===== src/rtl/axi4_lite_reg_slave.sv =====
// AXI4-Lite register bank: NUM_REGS-1 read/write control registers plus a
// read-only counter of committed writes in the last slot.
module axi4_lite_reg_slave #(
  parameter int unsigned ADDR_WIDTH = 32,
  parameter int unsigned NUM_REGS   = 4
) (
  input  logic                         aclk,
  input  logic                         areset,
  input  logic [ADDR_WIDTH-1:0]        s_axi_awaddr,
  input  logic [2:0]                   s_axi_awprot,
  input  logic                         s_axi_awvalid,
  output logic                         s_axi_awready,
  input  logic [31:0]                  s_axi_wdata,
  input  logic [3:0]                   s_axi_wstrb,
  input  logic                         s_axi_wvalid,
  output logic                         s_axi_wready,
  output logic [1:0]                   s_axi_bresp,
  output logic                         s_axi_bvalid,
  input  logic                         s_axi_bready,
  input  logic [ADDR_WIDTH-1:0]        s_axi_araddr,
  input  logic [2:0]                   s_axi_arprot,
  input  logic                         s_axi_arvalid,
  output logic                         s_axi_arready,
  output logic [31:0]                  s_axi_rdata,
  output logic [1:0]                   s_axi_rresp,
  output logic                         s_axi_rvalid,
  input  logic                         s_axi_rready,
  output logic [32*(NUM_REGS-1)-1:0]   ctrl_regs
);

  localparam int unsigned IDX_W  = $clog2(NUM_REGS);
  localparam int unsigned NCTRL  = NUM_REGS - 1;
  localparam int unsigned LAST   = NUM_REGS - 1;
  localparam logic [1:0]  OKAY   = 2'b00;
  localparam logic [1:0]  SLVERR = 2'b10;

  logic                  aw_hold;
  logic                  w_hold;
  logic [ADDR_WIDTH-1:0] aw_addr_q;
  logic [31:0]           w_data_q;
  logic [3:0]            w_strb_q;
  logic [31:0]           regs [NCTRL];
  logic [31:0]           wr_count;

  logic                  aw_hs;
  logic                  w_hs;
  logic                  ar_hs;
  logic                  commit;
  logic [ADDR_WIDTH-1:0] wr_addr;
  logic [31:0]           wr_data;
  logic [3:0]            wr_strb;
  logic [IDX_W-1:0]      wr_idx;
  logic                  wr_ok;
  logic [IDX_W-1:0]      rd_idx;
  logic                  rd_in_range;
  logic [31:0]           rd_value;
  logic                  unused_bits;

  // Readys are functions of registered state only
  assign s_axi_awready = ~aw_hold & ~s_axi_bvalid;
  assign s_axi_wready  = ~w_hold & ~s_axi_bvalid;
  assign s_axi_arready = ~s_axi_rvalid;

  assign aw_hs  = s_axi_awvalid & s_axi_awready;
  assign w_hs   = s_axi_wvalid & s_axi_wready;
  assign ar_hs  = s_axi_arvalid & s_axi_arready;
  assign commit = (aw_hold | aw_hs) & (w_hold | w_hs);

  // Held beat wins over the live bus; the live bus is used on a same-edge handshake
  assign wr_addr = aw_hold ? aw_addr_q : s_axi_awaddr;
  assign wr_data = w_hold ? w_data_q : s_axi_wdata;
  assign wr_strb = w_hold ? w_strb_q : s_axi_wstrb;
  assign wr_idx  = wr_addr[IDX_W+1:2];
  assign wr_ok   = (wr_addr[ADDR_WIDTH-1:IDX_W+2] == '0) && (wr_idx != IDX_W'(LAST));

  assign rd_idx      = s_axi_araddr[IDX_W+1:2];
  assign rd_in_range = (s_axi_araddr[ADDR_WIDTH-1:IDX_W+2] == '0);

  assign unused_bits = ^{s_axi_awprot, s_axi_arprot, wr_addr[1:0], s_axi_araddr[1:0]};

  // Read mux: last slot returns the write counter
  always_comb begin
    rd_value = wr_count;
    for (int k = 0; k < int'(NCTRL); k++) begin
      if (rd_idx == IDX_W'(k)) rd_value = regs[k];
    end
  end

  always_comb begin
    ctrl_regs = '0;
    for (int k = 0; k < int'(NCTRL); k++) begin
      ctrl_regs[32*k +: 32] = regs[k];
    end
  end

  // Write address/data holding and B channel
  always_ff @(posedge aclk or posedge areset) begin
    if (areset) begin
      aw_hold      <= 1'b0;
      w_hold       <= 1'b0;
      aw_addr_q    <= '0;
      w_data_q     <= '0;
      w_strb_q     <= '0;
      s_axi_bvalid <= 1'b0;
      s_axi_bresp  <= OKAY;
    end else begin
      if (aw_hs) aw_addr_q <= s_axi_awaddr;
      if (w_hs) begin
        w_data_q <= s_axi_wdata;
        w_strb_q <= s_axi_wstrb;
      end
      if (commit) begin
        aw_hold      <= 1'b0;
        w_hold       <= 1'b0;
        s_axi_bvalid <= 1'b1;
        s_axi_bresp  <= wr_ok ? OKAY : SLVERR;
      end else begin
        if (aw_hs) aw_hold <= 1'b1;
        if (w_hs) w_hold <= 1'b1;
        if (s_axi_bvalid && s_axi_bready) s_axi_bvalid <= 1'b0;
      end
    end
  end

  // Register bank and committed-write counter
  always_ff @(posedge aclk or posedge areset) begin
    if (areset) begin
      for (int k = 0; k < int'(NCTRL); k++) regs[k] <= '0;
      wr_count <= '0;
    end else if (commit && wr_ok) begin
      for (int k = 0; k < int'(NCTRL); k++) begin
        if (wr_idx == IDX_W'(k)) begin
          for (int b = 0; b < 4; b++) begin
            if (wr_strb[b]) regs[k][8*b +: 8] <= wr_data[8*b +: 8];
          end
        end
      end
      wr_count <= wr_count + 32'd1;
    end
  end

  // R channel; reads see pre-commit register values on a colliding edge
  always_ff @(posedge aclk or posedge areset) begin
    if (areset) begin
      s_axi_rvalid <= 1'b0;
      s_axi_rdata  <= '0;
      s_axi_rresp  <= OKAY;
    end else if (ar_hs) begin
      s_axi_rvalid <= 1'b1;
      s_axi_rdata  <= rd_in_range ? rd_value : 32'd0;
      s_axi_rresp  <= rd_in_range ? OKAY : SLVERR;
    end else if (s_axi_rvalid && s_axi_rready) begin
      s_axi_rvalid <= 1'b0;
    end
  end

endmodule


===== config.mk =====
export PLATFORM = sky130hd
export DESIGN_NAME = axi4_lite_reg_slave
export DESIGN_NICKNAME = d
export VERILOG_FILES = /design/src/rtl/axi4_lite_reg_slave.sv
export SDC_FILE = /design/constraint.sdc
export NUM_CORES = 1
export LEC_CHECK = 0
export ABC_AREA = 1
export BUFFER_PORTS_ARGS = -buffer_cell sky130_fd_sc_hd__buf_4
export CORE_MARGIN = 4
export CORE_UTILIZATION = 39
export DETAILED_ROUTE_END_ITERATION = 12
export HOLD_SLACK_MARGIN = 0.12
export PLACE_DENSITY = 0.7
export SKIP_LAST_GASP = 1
export SYNTH_ARGS = -nofsm -noshare
export SYNTH_HDL_FRONTEND = slang
export SYNTH_SLANG_ARGS = --single-unit

===== constraint.sdc =====
create_clock -name aclk -period 6.68 [get_ports aclk]
set_input_delay 0.334 -clock aclk [delete_from_list [all_inputs] [get_ports aclk]]
set_output_delay 0.334 -clock aclk [all_outputs]
set_load 0.01 [all_outputs]

==> run_results.csv, run 1 <==
group,metric,value,unit
sta,max_slew_margin,0.249,
detailed_routing,drc,0,
cells_and_area,diodes,0,
yosys,yosysSeqAreaShare,0.489,
yosys,synthCells,1541,
floorplanning,rows,63,
hold_path,min_path_type,"input pin to flop",
sta,period_needed,3670,ps
yosys,synth.avg_cell_area,7.70,µm²
floorplanning,die_x,182,µm
yosys,async_flop_share,1.00,
power,swShare,0.328,
cells_and_area,area_growth_syn_to_layout,30.4,%
cts,cts_buffers,27,
power,p_leak,0.00774,µW
detailed_routing,first_pass_iters,6,
detailed_routing,drt_wl_total,39.0,mm
sta,hold_violations,0,
setup_path,path_buf_inv,1,
setup_path,path_delay_family,"simple AND/OR/NAND/NOR gates",
sta,final.setup.tns,0,ps
setup_path,cp.arrival,4090,ps
sta,finalSetupViolCount,0,
yosys,synth_warnings,0,
detailed_routing,dr_wl_met3,3.23,mm
yosys,synthFlopType,"dfrtp_1",
power,p_comb_frac,0.229,
detailed_routing,avgViaCountPerCell,5.28,
floorplanning,die_h,182,µm
detailed_routing,first_iter_violations,1319,
status,status,"completed",
cts,cts_tree,"built",
placement,io_buffer_count,237,
sta,period_share,0.550,
cts,clk_pin_slew,60,ps
setup_path,cp.required,7100,ps
global_route,grt_use_total,0.228,
power,p_clk_frac,0.359,
global_route,grt.overflow.total,0,
cts,cts_buffer_depth,3,
detailed_routing,wl_met1,17.0,mm
global_route,antenna_found_initial,0,
cells_and_area,nets,1920,
sta,maxSlewViolCount,0,
detailed_routing,wl_per_cell,17.6,µm
sta,max_freq,0.272,GHz
sta,rsz0062_at_grt,"no",
cells_and_area,drive_above_1_share,0.190,
power,p_sw,1380,µW
detailed_routing,vias,11700,
sta,fin_ws,3010,ps
detailed_routing,wl_met2,17.4,mm
cts,post-cts-setup-buffer-count,0,
setup_path,cpMostUsedCell,"nand2_1",
global_route,grt_max_degree,159,
cts,numClockSinks,232,
sta,clock_skew,9.05,ps
cells_and_area,layoutNonFillerInstCount,2216,
floorplanning,core-area,0.0298,mm²
placement,gp_congestion,0.902,
setup_path,worst_path_max_delay_cell,"dfrtp_1",
global_route,grt_pass1_vias,10800,
flow_run,drv_cap,0,
setup_path,crit_type,"flop to flop",
power,cell_internal_pwr,2830,µW
setup_path,crit_path_cell_trace,"nor2_1, nand2_2, nor2_1, nand2_1, nand2_1, nand2_1, nor2_4, buf_4, nand3_4, nand2_1, nand2_1",
yosys,synth.distinct_cells,33,
floorplanning,die_area,0.0333,mm²
floorplanning,num_io_pins,250,
cts,clk_latency,530,ps
yosys,synth_edf_count,0,
yosys,ys_ff_latch,232,
floorplanning,initial_core_util,0.398,
power,p_per_area,272,mW/mm²
setup_path,slowest_delay,620,ps
cts,cts_root_buf,"clkbuf_16",
cts,htreeDepth,1,
power,vdd_drop_max,0.000217,V
detailed_routing,ant_nets,0,
placement,dpl_worst_slack,3120,ps
setup_path,start_kind,"flop",
setup_path,cp_max_fo,46,
placement,dp_hpwl,28.0,mm
yosys,syn_area,0.0119,mm²
global_route,grt_pass1_wl,61.2,mm
setup_path,cp-end-kind,"flop",
placement,place_inst,2100,
sta,worstMarginPinSlew,1120,ps
detailed_routing,routed.top_layer,"met4",
power,seqPwrFrac,0.412,
-- cells in the mapped netlist (4+ instances only) --
| cell type | number | area, µm² |
|---|---|---|
| nor3_1 | 14 | 70.1 |
| nand3_4 | 8 | 140 |
| nand4_1 | 113 | 707 |
| mux2_2 | 16 | 180 |
| o22ai_1 | 28 | 175 |
| nor2_1 | 109 | 409 |
| xor2_1 | 6 | 52.6 |
| o21ai_0 | 144 | 721 |
| buf_2 | 8 | 40.0 |
| dfrtp_1 | 232 | 5810 |
| clkbuf_1 | 58 | 218 |
| buf_4 | 12 | 90.1 |
| o21ai_1 | 4 | 20.0 |
| nand3_1 | 118 | 591 |
| buf_6 | 7 | 78.8 |
| a21oi_1 | 6 | 30.0 |
| nand2_1 | 530 | 1990 |
| inv_1 | 107 | 402 |
-- stage by stage --
stage | cell area (µm²) | power (µW) | hold slack [ps] | utilization
floorplan | 11900 | 2400 | 430 | -
global placement | 13900 | 2640 | 461 | 0.466
detailed placement | 13900 | 2680 | 465 | 0.466
CTS | 15500 | 4220 | 120 | 0.520
global route | 15500 | 4430 | 137 | 0.520
finish | 15500 | 4210 | 127 | 0.520
-- power groups by stage --
stage	logic (µW)	registers (µW)	clock network, µW
floorplan	676	1720	0
finish	963	1740	1510
CTS	957	1730	1530
detailed placement	922	1760	0
global route	1080	1760	1590
global placement	897	1750	0
-- worst min-delay path: cells and delay by family --
kind | cells | cell delay (ps)
AO/OA/AOI/OAI | 1 | 140
buffers and inverters | 2 | 140
-- cells in the final DEF (no fill, tap or decap), drive strengths merged, types with 37 or more instances in the layout --
master and count:
nand4 113, o21ai 148, clkbuf 37, buf 256, nand2 534, inv 108
nor2 110, dfrtp 232, nand3 126, dlygate4sd3 67
-- repair_timing --
item,4_1_cts,5_1_grt
resized for setup,0,0
hold endpoints to repair,73,0
endpoints found under the setup margin,0,0
hold buffers,67,0
-- per-layer routing --
metal	vias to the layer above	GRT usage
met5	-	0
met4	0	0.0778
met3	82	0.0371
met2	461	0.338
met1	5513	0.339
li1	5635	-
-- cell type report --
| cell class | count | area, µm² |
|---|---|---|
| clock inverter | 12 | 121 |
| sequential | 232 | 5810 |
| clock buffer | 37 | 803 |
| inverter | 110 | 417 |
| multi-input combinational | 1112 | 5240 |
| timing repair buffer | 323 | 2610 |
| fill | 2829 | 14300 |
| tap | 390 | 488 |
-- sequential cells by signal, indices dropped and copies added (netlist names) --
| register | cells |
|---|---|
| w_hold | 1 |
| aw_hold | 1 |
| s_axi_rdata | 32 |
| s_axi_bresp | 1 |
| ctrl_regs | 96 |
| aw_addr_q | 30 |
| w_strb_q | 4 |
| w_data_q | 32 |
| s_axi_bvalid | 1 |
| s_axi_rresp | 1 |
| s_axi_rvalid | 1 |
| wr_count | 32 |
-- final timing paths --
| kind | to | slack, ps | cells after the start | start |
|---|---|---|---|---|
| setup / recovery | ctrl_regs[80]$_DFFE_PP0P_ | 3010 | 11 | aw_hold$_DFFE_PP0P_ |
| hold / removal | w_strb_q[2]$_DFFE_PP0P_ | 130 | 3 | s_axi_wstrb[2] |
| setup reg to reg | ctrl_regs[80]$_DFFE_PP0P_ | 3010 | 11 | aw_hold$_DFFE_PP0P_ |
| hold reg to reg | wr_count[25]$_DFFE_PP0P_ | 480 | 2 | wr_count[25]$_DFFE_PP0P_ |
| max in group asynchronous | ctrl_regs[12]$_DFFE_PP0P_ | 4590 | 5 | areset |
| min in group asynchronous | s_axi_rdata[20]$_DFFE_PP0P_ | 610 | 4 | areset |
-- kinds of logic after synthesis --
kind of cell,synth area share
AND/OR/NAND/NOR,0.335
flip-flops,0.489
buffers and inverters,0.0730
AO/OA/AOI/OAI,0.0818
multiplexers,0.0152
XOR/XNOR,0.00443
adder cells (fa/ha/maj),0.00105
other,0.000316
Note: power is estimated with default switching activity, not from simulation.
==> run 2: changes to the inputs <==
--- a/config.mk
+++ b/config.mk
@@ -5,13 +5,13 @@
 export SDC_FILE = /design/constraint.sdc
 export NUM_CORES = 1
 export LEC_CHECK = 0
-export ABC_AREA = 1
+export ABC_AREA = 0
 export BUFFER_PORTS_ARGS = -buffer_cell sky130_fd_sc_hd__buf_4
 export CORE_MARGIN = 4
 export CORE_UTILIZATION = 39
 export DETAILED_ROUTE_END_ITERATION = 12
 export HOLD_SLACK_MARGIN = 0.12
-export PLACE_DENSITY = 0.7
+export PLACE_DENSITY = 0.68
 export SKIP_LAST_GASP = 1
 export SYNTH_ARGS = -nofsm -noshare
 export SYNTH_HDL_FRONTEND = slang
==> constraint.sdc (replaced) <==
create_clock -name aclk -period 3.5 [get_ports aclk]
set_input_delay 0.175 -clock aclk [delete_from_list [all_inputs] [get_ports aclk]]
set_output_delay 0.175 -clock aclk [all_outputs]
set_load 0.01 [all_outputs]
==> run 2 against run 1 <==
- critical path depth shrank 5
- final cell count shrank 34%
- utilization increased by 2.8 points
- clock power up 99%
- combinational power increased by 62%
- synthesized cell count fell by 49%
- routed wire length decreased by 27%
- sequential share of layout area up 2.9 points
- highest routed layer unchanged
- worst setup slack worse by 2400 ps
- largest cell class unchanged
- die area decreased by 11%
- critical endpoint is now ctrl_regs[27]$_DFFE_PP0P_
- critical path type unchanged
==> run_results.csv, run 2 <==
group,metric,value,unit
global_route,grt_pass1_wl,44.5,mm
floorplanning,rows,59,
cts,cts_root_buf,"clkbuf_16",
floorplanning,die_x,172,µm
cts,clk_latency,520,ps
floorplanning,initial_core_util,0.400,
hold_path,min_path_type,"input pin to flop",
detailed_routing,ant_nets,0,
sta,max_freq,0.344,GHz
setup_path,cp.required,3900,ps
cts,htreeDepth,1,
yosys,synth_warnings,0,
hold_path,min_path_cells,4,
setup_path,crit_path_cell_trace,"or3b_2, nor4_4, a2bb2oi_2, buf_4, nand3_1, mux2_2",
flow_run,drv_cap,0,
sta,final.setup.tns,0,ps
placement,dp_hpwl,19.1,mm
cts,cts_buffers,26,
setup_path,slowest_delay,570,ps
setup_path,start_kind,"flop",
sta,maxSlewViolCount,0,
setup_path,cp_max_fo,9,
yosys,synth_area_leaders,"dfrtp_1 (55%), mux2_2 (21%), mux4_2 (6.9%), xnor2_1 (2.0%), nand2_1 (2.0%)",
yosys,syn_area,0.0105,mm²
detailed_routing,drc,0,
setup_path,cp-end-kind,"flop",
cts,post-cts-setup-buffer-count,0,
global_route,antenna_found_initial,1,
cells_and_area,area_growth_syn_to_layout,36.9,%
sta,period_share,0.830,
yosys,async_flop_share,1.00,
cells_and_area,layout_commonest_cell,"buf_4",
yosys,synth_edf_count,0,
floorplanning,num_io_pins,250,
power,vdd_drop_max,0.000422,V
detailed_routing,wl_per_cell,19.6,µm
setup_path,crit_type,"flop to flop",
global_route,grt.overflow.total,0,
cts,cts-resized-gates,0,
setup_path,worst-r2r-setup-slack,600,ps
sta,hold_violations,0,
sta,hold_slack,258,ps
sta,max_slew_margin,0.517,
cts,numClockSinks,232,
cts,clk_pin_slew,60,ps
cells_and_area,layout_common_cells,"buf_4 (248), dfrtp_1 (231), mux2_2 (198), dlygate4sd3_1 (72), nand2_1 (54)",
yosys,ys_top_cells_by_count,"dfrtp_1 (232), mux2_2 (198), nand2_1 (55)",
yosys,synthCells,779,
yosys,yosysTopAreaCellShare,0.553,
cells_and_area,final_util,0.547,
cts,cts_buffer_depth,3,
cells_and_area,nets,1211,
detailed_routing,first_iter_violations,431,
hold_path,hp-start,"s_axi_arvalid",
sta,clock_skew,9.65,ps
setup_path,timing.rr.end,"ctrl_regs[27]$_DFFE_PP0P_",
sta,rsz0062_at_grt,"no",
yosys,ys_ff_latch,232,
cts,cts_tree,"built",
setup_path,cp.arrival,3310,ps
global_route,grt_pass1_vias,7897,
floorplanning,die_area,0.0296,mm²
status,status,"completed",
detailed_routing,avgViaCountPerCell,5.19,
setup_path,rr_startpoint,"aw_hold$_DFFE_PP0P_",
detailed_routing,drt_wl_total,28.5,mm
power,p_leak,0.00677,µW
power,p_per_area,553,mW/mm²
floorplanning,core-area,0.0263,mm²
yosys,synthFlopType,"dfrtp_1",
floorplanning,die_h,172,µm
yosys,yosys.area.top_type,"dfrtp_1",
cells_and_area,largest_reg_flops,96,
detailed_routing,vias,7538,
sta,period_needed,2900,ps
hold_path,hold_path_end,"s_axi_rvalid$_DFFE_PP0P_",
yosys,yosysSeqAreaShare,0.553,
sta,finalSetupViolCount,0,
yosys,yosysMostFrequentCell,"dfrtp_1",
setup_path,worst_path_max_delay_cell,"dfrtp_1",
cells_and_area,drive_above_1_share,0.483,
placement,io_buffer_count,237,
global_route,grt_max_degree,120,
global_route,grt_use_total,0.191,
sta,worstMarginPinSlew,724,ps
detailed_routing,first_pass_iters,5,
yosys,synth.avg_cell_area,13.5,µm²
placement,gp_congestion,0.751,
yosys,synth.distinct_cells,43,
setup_path,rr_worst_depth,6,
[run 2: cell types whose count changed after synthesis, sizes merged, moves of 24 or more]
cell    previous run  this run
nand2            534        55
mux2              16       198
o21ai            148        34
nand4            113        10
nand3            126        26
nor2             110        15
inv              108        39
clkbuf            58        22
mux4               0        32
o22ai             28         1
xnor2              0        24
[run 2: per-layer routing]
metal | track usage | wire (µm) | vias to the layer above
li1 | - | - | 3451
met1 | 0.257 | 12300 | 3779
met2 | 0.322 | 13600 | 256
met3 | 0.0366 | 1900 | 52
met4 | 0.0472 | 716 | 0
met5 | 0 | 0 | -
[run 2: final cells by class]
cell class	count	area (µm²)
Fill cell	2223	11900
Multi-Input combinational cell	476	4420
Clock buffer	36	779
Antenna cell	1	2.50
Clock inverter	11	183
Inverter	39	150
Tap cell	335	419
Sequential cell	232	5810
Timing Repair Buffer	322	2620
[run 2: worst max-delay path by stage]
stage                           endpoint  slack, ps  cells past startpoint                 from
5_1_grt        ctrl_regs[22]$_DFFE_PP0P_        480                      6  aw_hold$_DFFE_PP0P_
6_report       ctrl_regs[27]$_DFFE_PP0P_        600                      6  aw_hold$_DFFE_PP0P_
3_3_place_gp   ctrl_regs[91]$_DFFE_PP0P_        640                      6  aw_hold$_DFFE_PP0P_
3_5_place_dp   ctrl_regs[27]$_DFFE_PP0P_        590                      6  aw_hold$_DFFE_PP0P_
4_1_cts        ctrl_regs[27]$_DFFE_PP0P_        590                      6  aw_hold$_DFFE_PP0P_
2_1_floorplan  aw_addr_q[10]$_DFFE_PP0P_        290                      1               areset
[run 2: metrics by stage]
step	cells	power (µW)	setup WS [ps]	instance area [µm²]
2_1_floorplan	780	4430	289	10500
3_3_place_gp	1332	4870	638	12700
3_5_place_dp	1332	4930	595	12700
4_1_cts	1451	8060	593	14400
5_1_grt	1452	8350	477	14400
6_report	1452	7950	596	14400
[run 2: where the power goes]
part,leakage [µW],internal [µW],switching (µW),total (µW)
logic,0.00322,866,696,1560
clock network,0.000476,1910,1090,3000
registers,0.00308,3100,293,3390
[run 2: critical path, delay by kind of cell (launching register included)]
family | cells | cell delay, ps
muxes | 1 | 470
and+or+nand+nor | 3 | 1210
AOI/OAI and AO/OA | 1 | 320
buffers and inverters | 1 | 220
DFF | 1 | 570
[run 2: cells by family (layout without fill, tap and decap cells)]
logic type,Yosys count,count (layout),share of synthesized area
multiplexers,230,230,0.281
flip-flops,232,232,0.553
buffers and inverters,72,408,0.0277
AO/OA/AOI/OAI,46,46,0.0266
XOR/XNOR,31,31,0.0258
adder cells (fa/ha/maj),1,1,0.00119
AND/OR/NAND/NOR,166,166,0.0850
other,1,3,0.000357
[run 2: timing repair]
action,in CTS,in global routing
hold buffers,72,0
endpoints found under the setup margin,0,0
hold endpoints to repair,398,0
